<file path="src/rtl/matrix_frame_sequencer_if.sv">
// Handshake and frame-buffer bus between the frame sequencer, the frame buffer
// and output_module.
interface matrix_frame_sequencer_if #(
  parameter int CHANNEL_NUMBER = 3,
  parameter int SPI_SIZE       = 8,
  parameter int ADDR_WIDTH     = 9
);
  logic                               enable;
  logic [1:0]                         mode;
  logic [SPI_SIZE-1:0]                fill_word;
  logic                               rd_en;
  logic [ADDR_WIDTH-1:0]              rd_addr;
  logic [CHANNEL_NUMBER*SPI_SIZE-1:0] rd_data;
  logic [CHANNEL_NUMBER*SPI_SIZE-1:0] data_out;
  logic                               new_image;
  logic                               next_data;
  logic                               new_column;
  logic                               tx_finish;
  logic                               busy;
  logic                               frame_done;
  logic [15:0]                        frame_count;
  logic                               ack_error;

  modport master (
    input  enable, mode, fill_word, rd_data, tx_finish,
    output rd_en, rd_addr, data_out, new_image, next_data, new_column,
           busy, frame_done, frame_count, ack_error
  );

  modport slave (
    output enable, mode, fill_word, rd_data, tx_finish,
    input  rd_en, rd_addr, data_out, new_image, next_data, new_column,
           busy, frame_done, frame_count, ack_error
  );
endinterface

</file>
<file path="src/rtl/matrix_frame_sequencer.sv">
// Streams one LED-matrix frame per channel into output_module, sourcing words
// from the frame buffer or a built-in test pattern.
module matrix_frame_sequencer #(
  parameter int CHANNEL_NUMBER   = 3,
  parameter int SPI_SIZE         = 8,
  parameter int BYTES_PER_MATRIX = 384,
  parameter int BYTES_PER_COLUMN = 24,
  parameter int ACK_TIMEOUT      = 1023,
  parameter int ADDR_WIDTH       = $clog2(BYTES_PER_MATRIX)
) (
  input logic clk,
  input logic rst,
  matrix_frame_sequencer_if.master bus
);
  localparam int DW      = CHANNEL_NUMBER * SPI_SIZE;
  localparam int TMO_W   = (ACK_TIMEOUT < 2) ? 1 : $clog2(ACK_TIMEOUT + 1);
  localparam int COL_DIV = (BYTES_PER_COLUMN == 0) ? 1 : BYTES_PER_COLUMN;

  localparam logic [3:0] S_IDLE     = 4'd0;
  localparam logic [3:0] S_IMG      = 4'd1;
  localparam logic [3:0] S_IMG_ACK  = 4'd2;
  localparam logic [3:0] S_IMG_RDY  = 4'd3;
  localparam logic [3:0] S_FETCH    = 4'd4;
  localparam logic [3:0] S_LOAD     = 4'd5;
  localparam logic [3:0] S_SEND     = 4'd6;
  localparam logic [3:0] S_BYTE_ACK = 4'd7;
  localparam logic [3:0] S_BYTE_RDY = 4'd8;
  localparam logic [3:0] S_END      = 4'd9;

  logic [3:0]            r_state;
  logic [ADDR_WIDTH-1:0] r_idx;
  logic [TMO_W-1:0]      r_tmo;
  logic [1:0]            r_mode;
  logic [SPI_SIZE-1:0]   r_fill;
  logic [DW-1:0]         r_data;
  logic [15:0]           r_frame_count;
  logic                  r_ack_error;

  logic [DW-1:0]         w_load_data;
  logic                  w_col;
  logic                  w_last;
  logic                  w_tmo_hit;
  logic                  w_start;

  // Pattern generators share the FETCH/LOAD slots with the frame buffer path
  always_comb begin
    w_load_data = '0;
    for (int c = 0; c < CHANNEL_NUMBER; c++) begin
      case (r_mode)
        2'd0:    w_load_data[c*SPI_SIZE +: SPI_SIZE] = bus.rd_data[c*SPI_SIZE +: SPI_SIZE];
        2'd1:    w_load_data[c*SPI_SIZE +: SPI_SIZE] = r_fill;
        2'd2:    w_load_data[c*SPI_SIZE +: SPI_SIZE] = SPI_SIZE'(r_idx) + SPI_SIZE'(c);
        default: w_load_data[c*SPI_SIZE +: SPI_SIZE] = {SPI_SIZE{r_idx[0] ^ ((c % 2) == 1)}};
      endcase
    end
  end

  assign w_col     = (BYTES_PER_COLUMN != 0) && (r_idx != '0) &&
                     ((int'(r_idx) % COL_DIV) == 0);
  assign w_last    = (r_idx == ADDR_WIDTH'(BYTES_PER_MATRIX - 1));
  assign w_tmo_hit = (r_tmo == TMO_W'(ACK_TIMEOUT - 1));
  assign w_start   = bus.enable && bus.tx_finish;

  always_ff @(posedge clk or posedge rst) begin
    if (rst) begin
      r_state       <= S_IDLE;
      r_idx         <= '0;
      r_tmo         <= '0;
      r_mode        <= '0;
      r_fill        <= '0;
      r_data        <= '0;
      r_frame_count <= '0;
      r_ack_error   <= 1'b0;
    end else begin
      case (r_state)
        S_IDLE: if (w_start) begin
          r_mode  <= bus.mode;
          r_fill  <= bus.fill_word;
          r_idx   <= '0;
          r_state <= S_IMG;
        end
        S_IMG: begin
          r_tmo   <= '0;
          r_state <= S_IMG_ACK;
        end
        S_IMG_ACK: if (!bus.tx_finish) begin
          r_tmo   <= '0;
          r_state <= S_IMG_RDY;
        end else if (w_tmo_hit) begin
          r_tmo       <= '0;
          r_ack_error <= 1'b1;
          r_state     <= S_IMG;
        end else begin
          r_tmo <= r_tmo + 1'b1;
        end
        S_IMG_RDY: if (bus.tx_finish) r_state <= S_FETCH;
        S_FETCH:   r_state <= S_LOAD;
        S_LOAD: begin
          r_data  <= w_load_data;
          r_state <= S_SEND;
        end
        S_SEND: begin
          r_tmo   <= '0;
          r_state <= S_BYTE_ACK;
        end
        // A missed acknowledge re-pulses the same word; data_out is untouched
        S_BYTE_ACK: if (!bus.tx_finish) begin
          r_tmo   <= '0;
          r_state <= S_BYTE_RDY;
        end else if (w_tmo_hit) begin
          r_tmo       <= '0;
          r_ack_error <= 1'b1;
          r_state     <= S_SEND;
        end else begin
          r_tmo <= r_tmo + 1'b1;
        end
        S_BYTE_RDY: if (bus.tx_finish) begin
          if (w_last) begin
            r_state <= S_END;
          end else begin
            r_idx   <= r_idx + 1'b1;
            r_state <= S_FETCH;
          end
        end
        S_END: begin
          r_frame_count <= r_frame_count + 16'd1;
          if (w_start) begin
            r_mode  <= bus.mode;
            r_fill  <= bus.fill_word;
            r_idx   <= '0;
            r_state <= S_IMG;
          end else begin
            r_state <= S_IDLE;
          end
        end
        default: r_state <= S_IDLE;
      endcase
    end
  end

  assign bus.rd_en       = (r_state == S_FETCH) && (r_mode == 2'd0);
  assign bus.rd_addr     = r_idx;
  assign bus.data_out    = r_data;
  assign bus.new_image   = (r_state == S_IMG);
  assign bus.next_data   = (r_state == S_SEND);
  assign bus.new_column  = (r_state == S_SEND) && w_col;
  assign bus.busy        = (r_state != S_IDLE);
  assign bus.frame_done  = (r_state == S_END);
  assign bus.frame_count = r_frame_count;
  assign bus.ack_error   = r_ack_error;
endmodule

</file>
<file path="src/flat_wrapper.sv">
// flat-port wrapper written by rule: the top's interface ports become plain ports
module matrix_frame_sequencer_flat 
#(
  parameter int CHANNEL_NUMBER   = 3,
  parameter int SPI_SIZE         = 8,
  parameter int BYTES_PER_MATRIX = 384,
  parameter int BYTES_PER_COLUMN = 24,
  parameter int ACK_TIMEOUT      = 1023,
  parameter int ADDR_WIDTH       = $clog2(BYTES_PER_MATRIX)
)
  (clk, rst, bus_enable, bus_mode, bus_fill_word, bus_rd_data, bus_tx_finish, bus_rd_en, bus_rd_addr, bus_data_out, bus_new_image, bus_next_data, bus_new_column, bus_busy, bus_frame_done, bus_frame_count, bus_ack_error);
  matrix_frame_sequencer_if #(.CHANNEL_NUMBER(CHANNEL_NUMBER), .SPI_SIZE(SPI_SIZE), .ADDR_WIDTH(ADDR_WIDTH)) bus_i ();
  input logic clk;
  input logic rst;
  input wire logic [$bits(bus_i.enable)-1:0] bus_enable;
  input wire logic [$bits(bus_i.mode)-1:0] bus_mode;
  input wire logic [$bits(bus_i.fill_word)-1:0] bus_fill_word;
  input wire logic [$bits(bus_i.rd_data)-1:0] bus_rd_data;
  input wire logic [$bits(bus_i.tx_finish)-1:0] bus_tx_finish;
  output wire logic [$bits(bus_i.rd_en)-1:0] bus_rd_en;
  output wire logic [$bits(bus_i.rd_addr)-1:0] bus_rd_addr;
  output wire logic [$bits(bus_i.data_out)-1:0] bus_data_out;
  output wire logic [$bits(bus_i.new_image)-1:0] bus_new_image;
  output wire logic [$bits(bus_i.next_data)-1:0] bus_next_data;
  output wire logic [$bits(bus_i.new_column)-1:0] bus_new_column;
  output wire logic [$bits(bus_i.busy)-1:0] bus_busy;
  output wire logic [$bits(bus_i.frame_done)-1:0] bus_frame_done;
  output wire logic [$bits(bus_i.frame_count)-1:0] bus_frame_count;
  output wire logic [$bits(bus_i.ack_error)-1:0] bus_ack_error;
  assign bus_i.enable = bus_enable;
  assign bus_i.mode = bus_mode;
  assign bus_i.fill_word = bus_fill_word;
  assign bus_i.rd_data = bus_rd_data;
  assign bus_i.tx_finish = bus_tx_finish;
  assign bus_rd_en = bus_i.rd_en;
  assign bus_rd_addr = bus_i.rd_addr;
  assign bus_data_out = bus_i.data_out;
  assign bus_new_image = bus_i.new_image;
  assign bus_next_data = bus_i.next_data;
  assign bus_new_column = bus_i.new_column;
  assign bus_busy = bus_i.busy;
  assign bus_frame_done = bus_i.frame_done;
  assign bus_frame_count = bus_i.frame_count;
  assign bus_ack_error = bus_i.ack_error;
  matrix_frame_sequencer #(.CHANNEL_NUMBER(CHANNEL_NUMBER), .SPI_SIZE(SPI_SIZE), .BYTES_PER_MATRIX(BYTES_PER_MATRIX), .BYTES_PER_COLUMN(BYTES_PER_COLUMN), .ACK_TIMEOUT(ACK_TIMEOUT), .ADDR_WIDTH(ADDR_WIDTH)) u_core (.clk(clk), .rst(rst), .bus(bus_i));
endmodule
</file>
<file path="config.mk">
export PLATFORM = sky130hd
export DESIGN_NAME = matrix_frame_sequencer_flat
export DESIGN_NICKNAME = d
export VERILOG_FILES = /design/src/rtl/matrix_frame_sequencer_if.sv /design/src/rtl/matrix_frame_sequencer.sv /design/src/flat_wrapper.sv
export SDC_FILE = /design/constraint.sdc
export NUM_CORES = 1
export LEC_CHECK = 0
export ABC_CLOCK_PERIOD_IN_PS = 5300
export CORE_AREA = 2 2 99 101
export DETAILED_ROUTE_END_ITERATION = 8
export DIE_AREA = 0 0 101 103
export PLACE_DENSITY = 0.8
export SLEW_MARGIN = 15
export SYNTH_ARGS = -nofsm -noshare
export SYNTH_HDL_FRONTEND = slang
export SYNTH_SLANG_ARGS = --single-unit
</file>
<file path="constraint.sdc">
create_clock -name clk -period 5.3 [get_ports clk]
set_clock_uncertainty 0.2 [all_clocks]
set_input_delay 1.06 -clock clk [delete_from_list [all_inputs] [get_ports clk]]
set_output_delay 1.06 -clock clk [all_outputs]
set_load 0.05 [all_outputs]
</file>
==> results of run 1 <==
-- stage by stage --
step	setup TNS, ns	std cells
finish	-0.0613	779
CTS	-0.0416	776
floorplan	-0.0399	565
detailed placement	0	756
global placement	0	756
global route	-0.226	779
-- synthesized netlist by cell type, types with 11 or more instances --
library cell / instances
xor2_1: 14
xnor2_1: 24
nand3_1: 18
o22ai_1: 17
clkbuf_1: 35
o21ai_0: 51
mux2_2: 11
nand2_1: 56
dfrtp_1: 74
o21a_1: 16
a21oi_1: 21
inv_1: 18
nand2b_1: 13
nor2_1: 41
-- metal layers --
layer	up-vias	wire length [µm]	GRT usage	share of wire
li1	2221	-	-	-
met1	2279	6170	0.361	0.45
met2	153	6690	0.435	0.49
met3	21	718	0.0556	0.052
met4	0	211	0.0904	0.015
met5	-	0	0	0
-- cell type report --
cell class | instances | area [µm²] | area share
inverter | 19 | 76.3 | 0.0120
tap | 114 | 143 | 0.0225
clock inverter | 5 | 55.1 | 0.00867
multi-input combinational | 433 | 2910 | 0.459
timing repair buffer | 123 | 1170 | 0.184
sequential | 74 | 1860 | 0.292
clock buffer | 11 | 141 | 0.0223
-- registers in the layout, summed over array words and instances, names as in the netlist --
register,flops
u_core.r_tmo,10
u_core.bus.data_out,24
u_core.bus.ack_error,1
u_core.r_state,4
u_core.bus.rd_addr,9
u_core.r_fill,8
u_core.bus.frame_count,16
u_core.r_mode,2
-- path summary, 6_finish.rpt --
check                                                              to  slack (ns)  cells past startpoint
worst max-delay path                                   bus_new_column       -0.06                     13
worst min-delay path                 u_core.bus.ack_error$_DFFE_PP0P_        0.26                      1
worst max register to register      u_core.bus.rd_addr[3]$_DFFE_PP0P_        1.98                      7
worst min register to register       u_core.bus.ack_error$_DFFE_PP0P_        0.26                      1
max in group asynchronous       u_core.bus.frame_count[4]$_DFFE_PP0P_        2.93                      3
min in group asynchronous          u_core.bus.data_out[8]$_DFFE_PP0P_        1.04                      2
-- power breakdown --
part	leakage [nW]	internal [mW]	switching, mW	total, mW
combinational	1.59	0.625	1.01	1.63
clock	0.0953	0.229	0.210	0.438
sequential	0.960	0.725	0.161	0.886
total	2.65	1.58	1.38	2.96
-- cells in the final DEF (no fill, tap or decap), drive strengths merged, types with 16 or more instances in the layout --
| cell | synthesis | layout |
|---|---|---|
| a21oi | 23 | 23 |
| buf | 4 | 31 |
| clkdlybuf4s50 | 0 | 92 |
| dfrtp | 74 | 74 |
| inv | 18 | 18 |
| nand2 | 56 | 56 |
| nand3 | 19 | 19 |
| nor2 | 41 | 41 |
| o21a | 16 | 16 |
| o21ai | 53 | 53 |
| o22ai | 17 | 17 |
| xnor2 | 24 | 24 |
-- timing repair --
| action | CTS | global route |
|---|---|---|
| setup endpoints to repair | 1 | 1 |
| gates resized for setup | 7 | 17 |
| pin swaps | 5 | 5 |
| setup buffers | 4 | 3 |
-- kinds of logic (layout without fill, tap and decap cells) --
kind of cell    after synthesis  count (layout)  synth area share
simple gates                199             199             0.212
compound gates              175             175             0.242
flops                        74              74             0.382
buf+inv                      58             158            0.0452
xor+xnor                     38              38            0.0686
mux                          12              12            0.0276
fa+ha+maj                     9               9            0.0232
==> flow_metrics.py, run 1 <==
metrics = {
    "run_status": {
        "status": "complete, but fails checks",
        "violations": "negative setup slack",
    },
    "die": {
        "die_h_um": 103,
        "fp.dieW_um": 101,
        "core_region_area_mm2": 0.00946,
        "core.rowCount": 36,
        "die-area_mm2": 0.0104,
        "io-pin-count": 94,
        "start_util": 0.513,
    },
    "global_route": {
        "grt_pass1_vias": 4530,
        "gr-usage-all-layers": 0.268,
        "grt_pass1_wl_um": 22200,
        "antenna_found_initial": 0,
        "grt_overflow": 0,
        "grt_max_degree": 45,
    },
    "synth": {
        "ys_types": 71,
        "synth_seq_cells": 74,
        "synth_cells": 565,
        "post_synth.cell_area_avg_um2": 8.58,
        "ys_top_cells_by_area": "dfrtp_1, o21ai_0, nand2_1, xnor2_1, nor2_1",
        "async_flop_share": 1.00,
        "yosys.area.top_type": "dfrtp_1",
        "ys.flop_type": "dfrtp_1",
        "syn_area_mm2": 0.00485,
        "synth-edff-count": 0,
        "yosysWarnings": 0,
        "syn_nets": 612,
        "ys_seq_area_frac": 0.382,
        "netlist.area_leader.share": 0.382,
    },
    "sta": {
        "fin_crit_ns": 5.36,
        "max_freq_mhz": 187,
        "hold_viol": 0,
        "finalSetupViolations": 1,
        "fin_ws_ns": -0.0613,
        "period_share": 1.01,
        "relSlewSlack": 0.351,
        "worst_pin_slew_ns": 0.973,
        "fin_hold_ws_ns": 0.259,
        "drv_slew": 0,
        "grt_setup_unrepaired": "true",
    },
    "finish": {
        "finalNetCount": 707,
        "drive_above_1_share": 0.146,
        "fin_util": 0.671,
        "num-fill-cells": 776,
        "antennaDiodeCount": 0,
        "fin_area_mm2": 0.00635,
        "area_growth_pct": 30.9,
    },
    "critical_path": {
        "path_cells": "inv_4 -> ha_4 -> or4b_4 -> o31a_1 -> a211o_1 -> a311o_1 -> or3_4 -> a211o_1 -> a21oi_2 -> a31oi_1 -> or2_1 -> a22oi_2 -> buf_12",
        "cpPeakStageDelay_ns": 0.51,
        "critPathLaunch": "u_core.bus.rd_addr[1]$_DFFE_PP0P_",
        "critPathCaptureType": "primary output",
        "cp_num_buf_inv": 2,
        "required_ns": 4.04,
        "cpMaxStageDelayCell": "or4b_4",
        "critPathMaxFanout": 6,
        "cp.arrival_ns": 4.10,
        "path_delay_family": "compound AO/OA/AOI/OAI gates",
        "worst_path_most_repeated_cell": "a211o_1",
        "crit_type": "flop to primary output",
        "crit_path_start_kind": "flop",
        "r2r_start": "u_core.r_state[1]$_DFFE_PP0P_",
    },
    "placed_design": {
        "dp_hpwl_um": 9760,
        "dp_slack_ns": 0.0634,
        "gp_congestion": 0.879,
        "io_buffers": 93,
        "post_dp_cell_area_mm2": 0.00598,
    },
    "clock_tree": {
        "clkTransAtPathRegs_ns": 0.08,
        "numCtsBuffers": 9,
        "clock_sink_count": 74,
        "cts_hold_buf": 0,
        "tritoncts": "built",
        "root_buffer": "clkbuf_8",
        "clk_latency_ns": 0.35,
        "htree_levels": 3,
        "clock_tree.buffer_depth": 2,
    },
    "detailed_routing": {
        "first_pass_iters": 5,
        "drt_iter0_markers": 288,
        "wl_per_cell_um": 17.7,
        "vias_per_cell": 6.00,
        "ant_nets": 0,
        "remaining_drc_errors": 0,
        "wirelength_um": 13800,
        "vias": 4674,
    },
    "worst_hold_path": {
        "hp-class": "flop to flop",
        "min_from": "u_core.bus.ack_error$_DFFE_PP0P_",
    },
    "power_and_ir_drop": {
        "power_density_mw_per_mm2": 466,
        "p_leak_nw": 2.65,
        "total_power_mw": 2.96,
        "vdd_ir_drop_max_mv": 0.355,
    },
    "flow_run": {
        "maxCapViolCount": 0,
    },
}
Note: power is estimated with default switching activity, not from simulation.
==> inputs of run 2 (changes only) <==
Settings changed: CELL_PAD_IN_SITES_DETAIL_PLACEMENT from default to 1, CELL_PAD_IN_SITES_GLOBAL_PLACEMENT from default to 2, CORE_AREA 2 2 99 101 to 2 2 129 131, DIE_AREA 0 0 101 103 to 0 0 131 133, GPL_ROUTABILITY_DRIVEN from default to 0, PLACE_DENSITY 0.8 to 0.78.
==> flow_metrics.py, run 2 (synthesized netlist as in run 1, its figures left out) <==
metrics = {
    "run_status": {
        "status": "complete, but fails checks",
        "violations": "negative setup slack",
    },
    "clock_tree": {
        "tritoncts": "built",
        "root_buffer": "clkbuf_16",
        "numCtsBuffers": 9,
        "clkTransAtPathRegs_ns": 0.06,
        "clock_sink_count": 74,
        "clock_tree.buffer_depth": 2,
        "clk_latency_ns": 0.33,
        "htree_levels": 3,
    },
    "power_and_ir_drop": {
        "total_power_mw": 3.13,
        "vdd_ir_drop_max_mv": 0.191,
        "power_density_mw_per_mm2": 474,
        "p_leak_nw": 2.70,
    },
    "critical_path": {
        "crit_path_start_kind": "flop",
        "crit_type": "flop to primary output",
        "path_cells": "inv_4 -> ha_4 -> or4b_1 -> o31a_1 -> a211o_1 -> a311o_1 -> or3_4 -> a21oi_4 -> buf_4 -> a21oi_2 -> a31oi_1 -> o211ai_1 -> a22oi_2 -> buf_12",
        "r2r_start": "u_core.bus.rd_addr[4]$_DFFE_PP0P_",
        "reg2reg_setup_slack_ns": 2.15,
        "cp_num_buf_inv": 3,
        "required_ns": 4.04,
        "r2r_end": "u_core.bus.rd_addr[3]$_DFFE_PP0P_",
        "cp.arrival_ns": 4.09,
        "critPathCaptureType": "primary output",
        "cpMaxStageDelayCell": "or4b_1",
        "r2r_cells": 10,
        "critPathLaunch": "u_core.bus.rd_addr[1]$_DFFE_PP0P_",
        "cpPeakStageDelay_ns": 0.54,
        "path_delay_family": "compound AO/OA/AOI/OAI gates",
        "critPathMaxFanout": 6,
    },
    "global_route": {
        "grt_use_met1": 0.250,
        "grt_max_degree": 39,
        "gr-usage-met3": 0.0542,
        "gr-usage-all-layers": 0.198,
        "grtUsageMet2": 0.332,
        "antenna_found_initial": 0,
        "grt_overflow": 0,
        "grt_pass1_wl_um": 27200,
        "grt_pass1_vias": 4996,
        "gr-max-usage-layer": "met2",
    },
    "worst_hold_path": {
        "hp-class": "flop to flop",
        "min_to": "u_core.bus.ack_error$_DFFE_PP0P_",
        "min_from": "u_core.bus.ack_error$_DFFE_PP0P_",
        "whs_path_depth": 1,
    },
    "die": {
        "io-pin-count": 94,
        "start_util": 0.300,
        "die_h_um": 133,
        "die-area_mm2": 0.0174,
        "fp.dieW_um": 131,
        "core.rowCount": 47,
        "core_region_area_mm2": 0.0162,
    },
    "sta": {
        "period_share": 1.01,
        "finalSetupViolations": 1,
        "max_freq_mhz": 187,
        "fin_setup_tns_ns": -0.0457,
        "worst_pin_slew_ns": 0.803,
        "fin_crit_ns": 5.35,
        "fin_ws_ns": -0.0457,
        "grt_setup_unrepaired": "true",
        "hold_viol": 0,
        "drv_slew": 0,
        "relSlewSlack": 0.464,
    },
    "detailed_routing": {
        "wl_per_cell_um": 18.6,
        "vias_per_cell": 5.26,
        "wirelength_um": 16500,
        "first_pass_iters": 4,
        "ant_nets": 0,
        "drt_iter0_markers": 151,
        "vias": 4658,
        "remaining_drc_errors": 0,
    },
    "finish": {
        "num-fill-cells": 1851,
        "final_cell_mix": "clkdlybuf4s50_1, dfrtp_1, nand2_1, o21ai_0, nor2_1",
        "antennaDiodeCount": 0,
        "final_common_cell": "clkdlybuf4s50_1",
        "multi_input_area_mm2": 0.00292,
        "regArea_mm2": 0.00186,
        "area_growth_pct": 36.1,
        "drive_above_1_share": 0.149,
        "largest_reg_flops": 24,
        "finalNetCount": 708,
    },
    "placed_design": {
        "io_buffers": 93,
        "dp_hpwl_um": 12400,
    },
    "flow_run": {
        "maxCapViolCount": 0,
    },
}
==> run 2: changes by cell type in the layout (fill, tap and decap cells not counted), moves of 2 or more <==
| cell | before | now |
|---|---|---|
| clkbuf_16 | 0 | 9 |
| clkbuf_8 | 10 | 2 |
| clkinv_4 | 0 | 3 |
| nand3_2 | 2 | 0 |
==> run 2: report_power, final <==
part	internal (mW)	switching [mW]	leakage, nW
registers	0.727	0.125	0.960
clock network	0.344	0.239	0.142
logic	0.625	1.07	1.60
total	1.70	1.43	2.70
==> run 2: per-layer routing <==
| layer | share of wire | vias up |
|---|---|---|
| met5 | 0 | - |
| met4 | 0.015 | 0 |
| met3 | 0.056 | 19 |
| met2 | 0.50 | 98 |
| met1 | 0.43 | 2313 |
| li1 | - | 2228 |
==> run 2: worst max-delay path by stage <==
stage                     cells past startpoint              to
after floorplan                              14  bus_new_column
final                                        14  bus_new_column
after global routing                         15  bus_new_column
after detailed placement                     14  bus_new_column
after CTS                                    13  bus_new_column
after global placement                       13  bus_new_column
==> run 2: final cells by class <==
cell class / count / area share
clock inverters: 5 / 0.00588
multi-input cells: 433 / 0.443
well taps: 220 / 0.0417
clock buffers: 11 / 0.0383
inverters: 19 / 0.0116
flip-flops and latches: 74 / 0.281
repair buffers: 124 / 0.178
==> run 2: worst register-to-register path: stages, from the launching register on <==
cell and delay [ns]:
dfrtp_1 0.50, buf_4 0.27, clkinv_1 0.12, buf_4 0.19, nor3_1 0.51, nand2_1 0.19, nor3_1 0.36, and2_1 0.27
or2_2 0.26, o21ai_0 0.12, o31ai_1 0.08
==> run 2: through the flow <==
| step | instance area (µm²) | util | setup WS, ns | cells | hold slack, ns |
|---|---|---|---|---|---|
| detailed placement | 6110 | 0.378 | -0.0220 | 862 | 0.251 |
| global placement | 6110 | 0.378 | 0.323 | 862 | 0.241 |
| CTS | 6520 | 0.403 | -0.0144 | 884 | 0.266 |
| floorplan | 4890 | - | -0.0399 | 565 | 0.272 |
| finish | 6600 | 0.408 | -0.0457 | 886 | 0.259 |
| global route | 6600 | 0.408 | -0.228 | 886 | 0.283 |
==> run 2: what timing repair did <==
item	in CTS	in global routing
gates resized for setup	16	10
gates cloned	0	0
setup endpoints to repair	1	1
pin swaps	9	3
setup buffers	6	2
hold endpoints to repair	0	0
hold buffers	0	0
==> patch 1, RTL diff (settings of run 2) <==
`BYTES_PER_MATRIX` is set to 384 in 2 places; all go to 768.
--- a/src/rtl/matrix_frame_sequencer.sv
+++ b/src/rtl/matrix_frame_sequencer.sv
@@ -4,5 +4,5 @@
   parameter int CHANNEL_NUMBER   = 3,
   parameter int SPI_SIZE         = 8,
-  parameter int BYTES_PER_MATRIX = 384,
+  parameter int BYTES_PER_MATRIX = 768,
   parameter int BYTES_PER_COLUMN = 24,
   parameter int ACK_TIMEOUT      = 1023,
--- a/src/flat_wrapper.sv
+++ b/src/flat_wrapper.sv
@@ -4,5 +4,5 @@
   parameter int CHANNEL_NUMBER   = 3,
   parameter int SPI_SIZE         = 8,
-  parameter int BYTES_PER_MATRIX = 384,
+  parameter int BYTES_PER_MATRIX = 768,
   parameter int BYTES_PER_COLUMN = 24,
   parameter int ACK_TIMEOUT      = 1023,
Ports: changed (resized bus_rd_addr); port bits go from 94 to 95. The function was not compared with the original's and may differ.
==> patch 1 against run 2 <==
Setup slack better by 0.28 ns. Area after synthesis down 7.0%. Power up 1.3%. Worst hold slack better by 0.0077 ns. Routed wire length down 18%. Non-clock buffer count down 25. Cell area down 11%. Critical path type unchanged. Sequential cell count up 1.
==> patch 1: results (changes against run 2) <==
Global route
  – Number of global-route vias before repair: 4023 (-19%)
  – Global-route usage over all layers: 0.160 (-0.0379)
  – GRT met1 Usage: 0.222 (-0.0285)
  – M2 GR Usage: 0.251 (-0.0809)
  – First-pass GRT wire length: 21900 um (-19%)
  – M3 GR Usage: 0.0336 (-0.0206)

Detailed routing
  – Detailed Route Iter0 Violations: 192 (+27%)
  – Vias/cell: 5.01 (-4.7%)
  – Total length of routed wires: 13500 um (-18%)

Cells and area
  – Fill count: 1865 (+0.76%)
  – Layout cells sized above 1: 0.0758 (-0.0728)
  – NumNets Final: 609 (-14%)

Hold path
  – Hold path startpoint: u_core.bus.frame_count[15]$_DFFE_PP0P_
  – Worst Hold Path EP: u_core.bus.frame_count[15]$_DFFE_PP0P_

Synthesis
  – Syn_nets: 539 (-12%)
  – Main area contributors after synthesis: dfrtp_1, xnor2_1, o211ai_1
  – Synth cell types: 64 (-9.9%)
  – Sequential area share after synthesis: 0.416 (+0.0342)
  – Synth top cells by count: dfrtp_1, nand2_1, o21ai_0

Worst setup path
  – Reg2reg start: u_core.r_state[3]$_DFFE_PP0P_
  – CP max FO: 18 (+12)
  – R2r endpoint: u_core.bus.frame_count[15]$_DFFE_PP0P_
  – R2R depth: 6 (-4)

Timing
  – Max_slew headroom: 0.254 (-0.210)

Run status
  – Status: complete, no violations

Clock tree
  – Setup Buffers After CTS: 0 (-6)
  – Post-cts repair resize count: 0 (-16)

Placement
  – Dpl ws: 0.626 ns (+0.648 ns)
  – # port buffers: 94 (+1.1%)

Pwr
  – Leak pwr: 2.31 nW (-15%)
[patch 1: changes by cell type after synthesis, sizes merged, moves of 9 or more]
cell    delta
buf       +11
a21oi     -16
clkbuf    -10
nand2      -9
o21ai     -13
o211ai    +23
o22ai     -15
[patch 1: power breakdown]
group | internal [W] | switching [W] | total (W)
sequential | 0.000744 | 0.000192 | 0.000936
combinational | 0.000564 | 0.00102 | 0.00159
clock | 0.000401 | 0.000244 | 0.000645
total | 0.00171 | 0.00146 | 0.00317
[patch 1: worst max path at each step]
| stage | startpoint | end | slack, ns | cells past startpoint |
|---|---|---|---|---|
| final | u_core.bus.rd_addr[8]$_DFFE_PP0P_ | bus_new_column | 0.23 | 8 |
| after global placement | u_core.bus.rd_addr[8]$_DFFE_PP0P_ | bus_new_column | 0.81 | 8 |
| after global routing | u_core.bus.rd_addr[8]$_DFFE_PP0P_ | bus_new_column | 0.004 | 8 |
| after detailed placement | u_core.bus.rd_addr[8]$_DFFE_PP0P_ | bus_new_column | 0.63 | 8 |
| after floorplan | u_core.bus.rd_addr[8]$_DFFE_PP0P_ | bus_new_column | 0.77 | 10 |
| after CTS | u_core.bus.rd_addr[8]$_DFFE_PP0P_ | bus_new_column | 0.25 | 8 |
[patch 1: cell families after synthesis]
logic type | share of synthesized area
buffers and inverters | 0.0521
xor gates and xnor gates | 0.0718
AOI/OAI and AO/OA | 0.183
muxes | 0.0372
DFF | 0.416
adders and majority gates | 0.0222
and+or+nand+nor | 0.217
[patch 1: layout make-up]
class / instances / share of cell area
Multi-Input combinational cell: 364 / 0.407
Sequential cell: 75 / 0.318
Timing Repair Buffer: 99 / 0.166
Tap cell: 220 / 0.0467
Clock buffer: 12 / 0.0452
Inverter: 14 / 0.00892
Clock inverter: 3 / 0.00785
[patch 1: stage by stage]
| step | cells | hold WS, ns | instance area (um2) | util | total power [W] |
|---|---|---|---|---|---|
| 3_3_place_gp | 772 | 0.258 | 5580 | 0.345 | 0.00251 |
| 2_1_floorplan | 493 | 0.270 | 4510 | - | 0.00204 |
| 5_1_grt | 787 | 0.286 | 5890 | 0.364 | 0.00338 |
| 3_5_place_dp | 772 | 0.255 | 5580 | 0.345 | 0.00255 |
| 4_1_cts | 787 | 0.276 | 5890 | 0.364 | 0.00321 |
| 6_report | 787 | 0.266 | 5890 | 0.364 | 0.00317 |
[patch 1: per-layer routing]
metal  vias to the layer above  wire length [um]
li1                       1909                 -
met1                      1970              6430
met3                         2               568
met4                         0                61
met2                        62              6420
met5                         -                 0
[patch 1: critical path, stage by stage, from the launching register on]
cell,delay (ns)
dfrtp_1,0.69
ha_1,0.36
nand3b_1,0.22
a32oi_1,0.46
a211oi_1,0.13
a311o_1,0.36
a311oi_1,0.28
o2bb2ai_1,0.15
clkdlybuf4s50_1,0.82
==> patch 2, RTL diff (flow settings as in run 2) <==
Made on the original files. Reset style: synchronous (`rst`), changed in one clocked block.
--- a/src/rtl/matrix_frame_sequencer.sv
+++ b/src/rtl/matrix_frame_sequencer.sv
@@ -62,5 +62,5 @@
   assign w_start   = bus.enable && bus.tx_finish;
 
-  always_ff @(posedge clk or posedge rst) begin
+  always_ff @(posedge clk) begin
     if (rst) begin
       r_state       <= S_IDLE;
Formal check against the unedited RTL: differs if rst is asserted again (counterexample within 4 cycles, from zero or initial values and one cycle with rst high); with rst held inactive, the same outputs for 10 cycles.
==> patch 2 against run 2 <==
The run still ends with negative setup slack left. Setup slack worse by 0.054 ns. Sequential cell count stayed put. Die area stayed put. Routed wire length is 1.4% lower. Worst hold slack worse by 0.0046 ns. Area after synthesis is 2.6% lower. Cell area is 3.7% lower. Count of clock-buffer cells in the layout is 3 higher. Critical endpoint unchanged.
Power is not compared: it rests on default switching activity, and its combinational part moved more than twofold at a synthesized area within 25%.
==> patch 2: results (changes against run 2) <==
Cells and area
  – Fill count: 1930 (+4.3%)
  – NumNets Final: 773 (+9.2%)
  – Multi-input combinational area share: 0.490 (+0.0470)
  – Multi-input comb cells: 505 (+17%)
  – Seq area share: 0.234 (-0.0471)
  – Final clock-cell share: 0.0418 (-0.00244)
  – Signal buffers: 123 (-0.81%)
  – Signal buffers share of area: 0.183 (+0.00486)
  – Logic inverters: 13 (-6)
  – Layout cells sized above 1: 0.111 (-0.0378)

Run status
  – Status: finished with violations
  – Failing checks: negative setup slack

Detailed routing
  – Vias/cell: 5.20 (-1.0%)
  – Routed vias: 4948 (+6.2%)
  – WL met3: 531 um (-42%)
  – Routed len/inst: 17.1 um (-8.1%)
  – Detailed Route Iter0 Violations: 148 (-2.0%)

Placement
  – Dpl cells: 924 (+7.2%)
  – Dpl ws: -0.0352 ns (-0.0132 ns)
  – DP Area: 5940 um2 (-2.8%)

Worst setup path
  – Slowest CP cell: or4b_4
  – R2r endpoint: u_core.bus.rd_addr[7]$_SDFFE_PP0P_
  – Critical Path AT: 4.14 ns (+0.05 ns)
  – R2r setup slk: 2.28 ns (+0.13 ns)
  – Crit-path leading delay family: simple AND/OR/NAND/NOR gates

Timing
  – Setup tns final: -0.100 ns (-0.0545 ns)
  – PnR worst setup slack: -0.100 ns (-0.0545 ns)
  – Final setup fails: 1 (unchanged)
  – Worst hold slack: 0.254 ns (-0.00462 ns)

Synthesis
  – Sequential area share after synthesis: 0.314 (-0.0682)
  – Main area contributors after synthesis: dfxtp_1, nor2_1, a21oi_1
  – Gate Count Post-Synth: 635 (+12%)

Hold path
  – Worst Hold Path EP: u_core.bus.data_out[12]$_SDFFE_PP0P_

Global route
  – M2 GR Usage: 0.327 (-0.00518)
  – Number of global-route vias before repair: 5230 (+4.7%)
  – Global-route usage over all layers: 0.190 (-0.00803)

Clock tree
  – Setup Buffers After CTS: 8 (+2)
patch 2: cell count changes in the layout (fill, tap and decap cells not counted), moves of 7 or more:
cell	change
nand2b_1	-7
o22ai_1	-14
dfxtp_1	+71
o21ai_0	-21
nor2_1	+77
a22o_1	-8
o21a_1	-13
dfrtp_1	-71
a21oi_1	+40
mux2i_1	+15
patch 2: cell families (layout without fill, tap and decap cells):
logic type,count (synthesis),after routing,synth area share
XOR/XNOR,40,40,0.0742
multiplexers,22,22,0.0493
buffers and inverters,56,152,0.0450
flip-flops,74,74,0.314
adder cells (fa/ha/maj),9,9,0.0238
AND/OR/NAND/NOR,276,276,0.278
AO/OA/AOI/OAI,158,158,0.216
patch 2: worst max-delay path by stage:
stage                          end                          startpoint  depth (start not counted)
global placement    bus_new_column  u_core.bus.rd_addr[2]$_SDFFE_PP0P_                         14
global route        bus_new_column  u_core.bus.rd_addr[2]$_SDFFE_PP0P_                         17
finish              bus_new_column  u_core.bus.rd_addr[1]$_SDFFE_PP0P_                         17
CTS                 bus_new_column  u_core.bus.rd_addr[2]$_SDFFE_PP0P_                         15
floorplan           bus_new_column  u_core.bus.rd_addr[2]$_SDFFE_PP0P_                         13
detailed placement  bus_new_column  u_core.bus.rd_addr[2]$_SDFFE_PP0P_                         14
patch 2: worst register-to-register path, cell delays in order, from the launching register on:
cell and delay, ns:
dfxtp_1 0.44, nor2_1 0.32, and3_1 0.39, a21oi_1 0.08, nor2_1 0.10, buf_4 0.25, nor2_1 0.10, nor2_1 0.31
nand3_1 0.24, or3_1 0.37, a21oi_1 0.16
patch 2: report_power, final:
part	switching, W	internal (W)	leakage (nW)	total [W]
clock	0.000232	0.000330	0.131	0.000562
combinational	0.000254	0.000157	1.48	0.000411
sequential	0.0000399	0.000578	0.599	0.000618
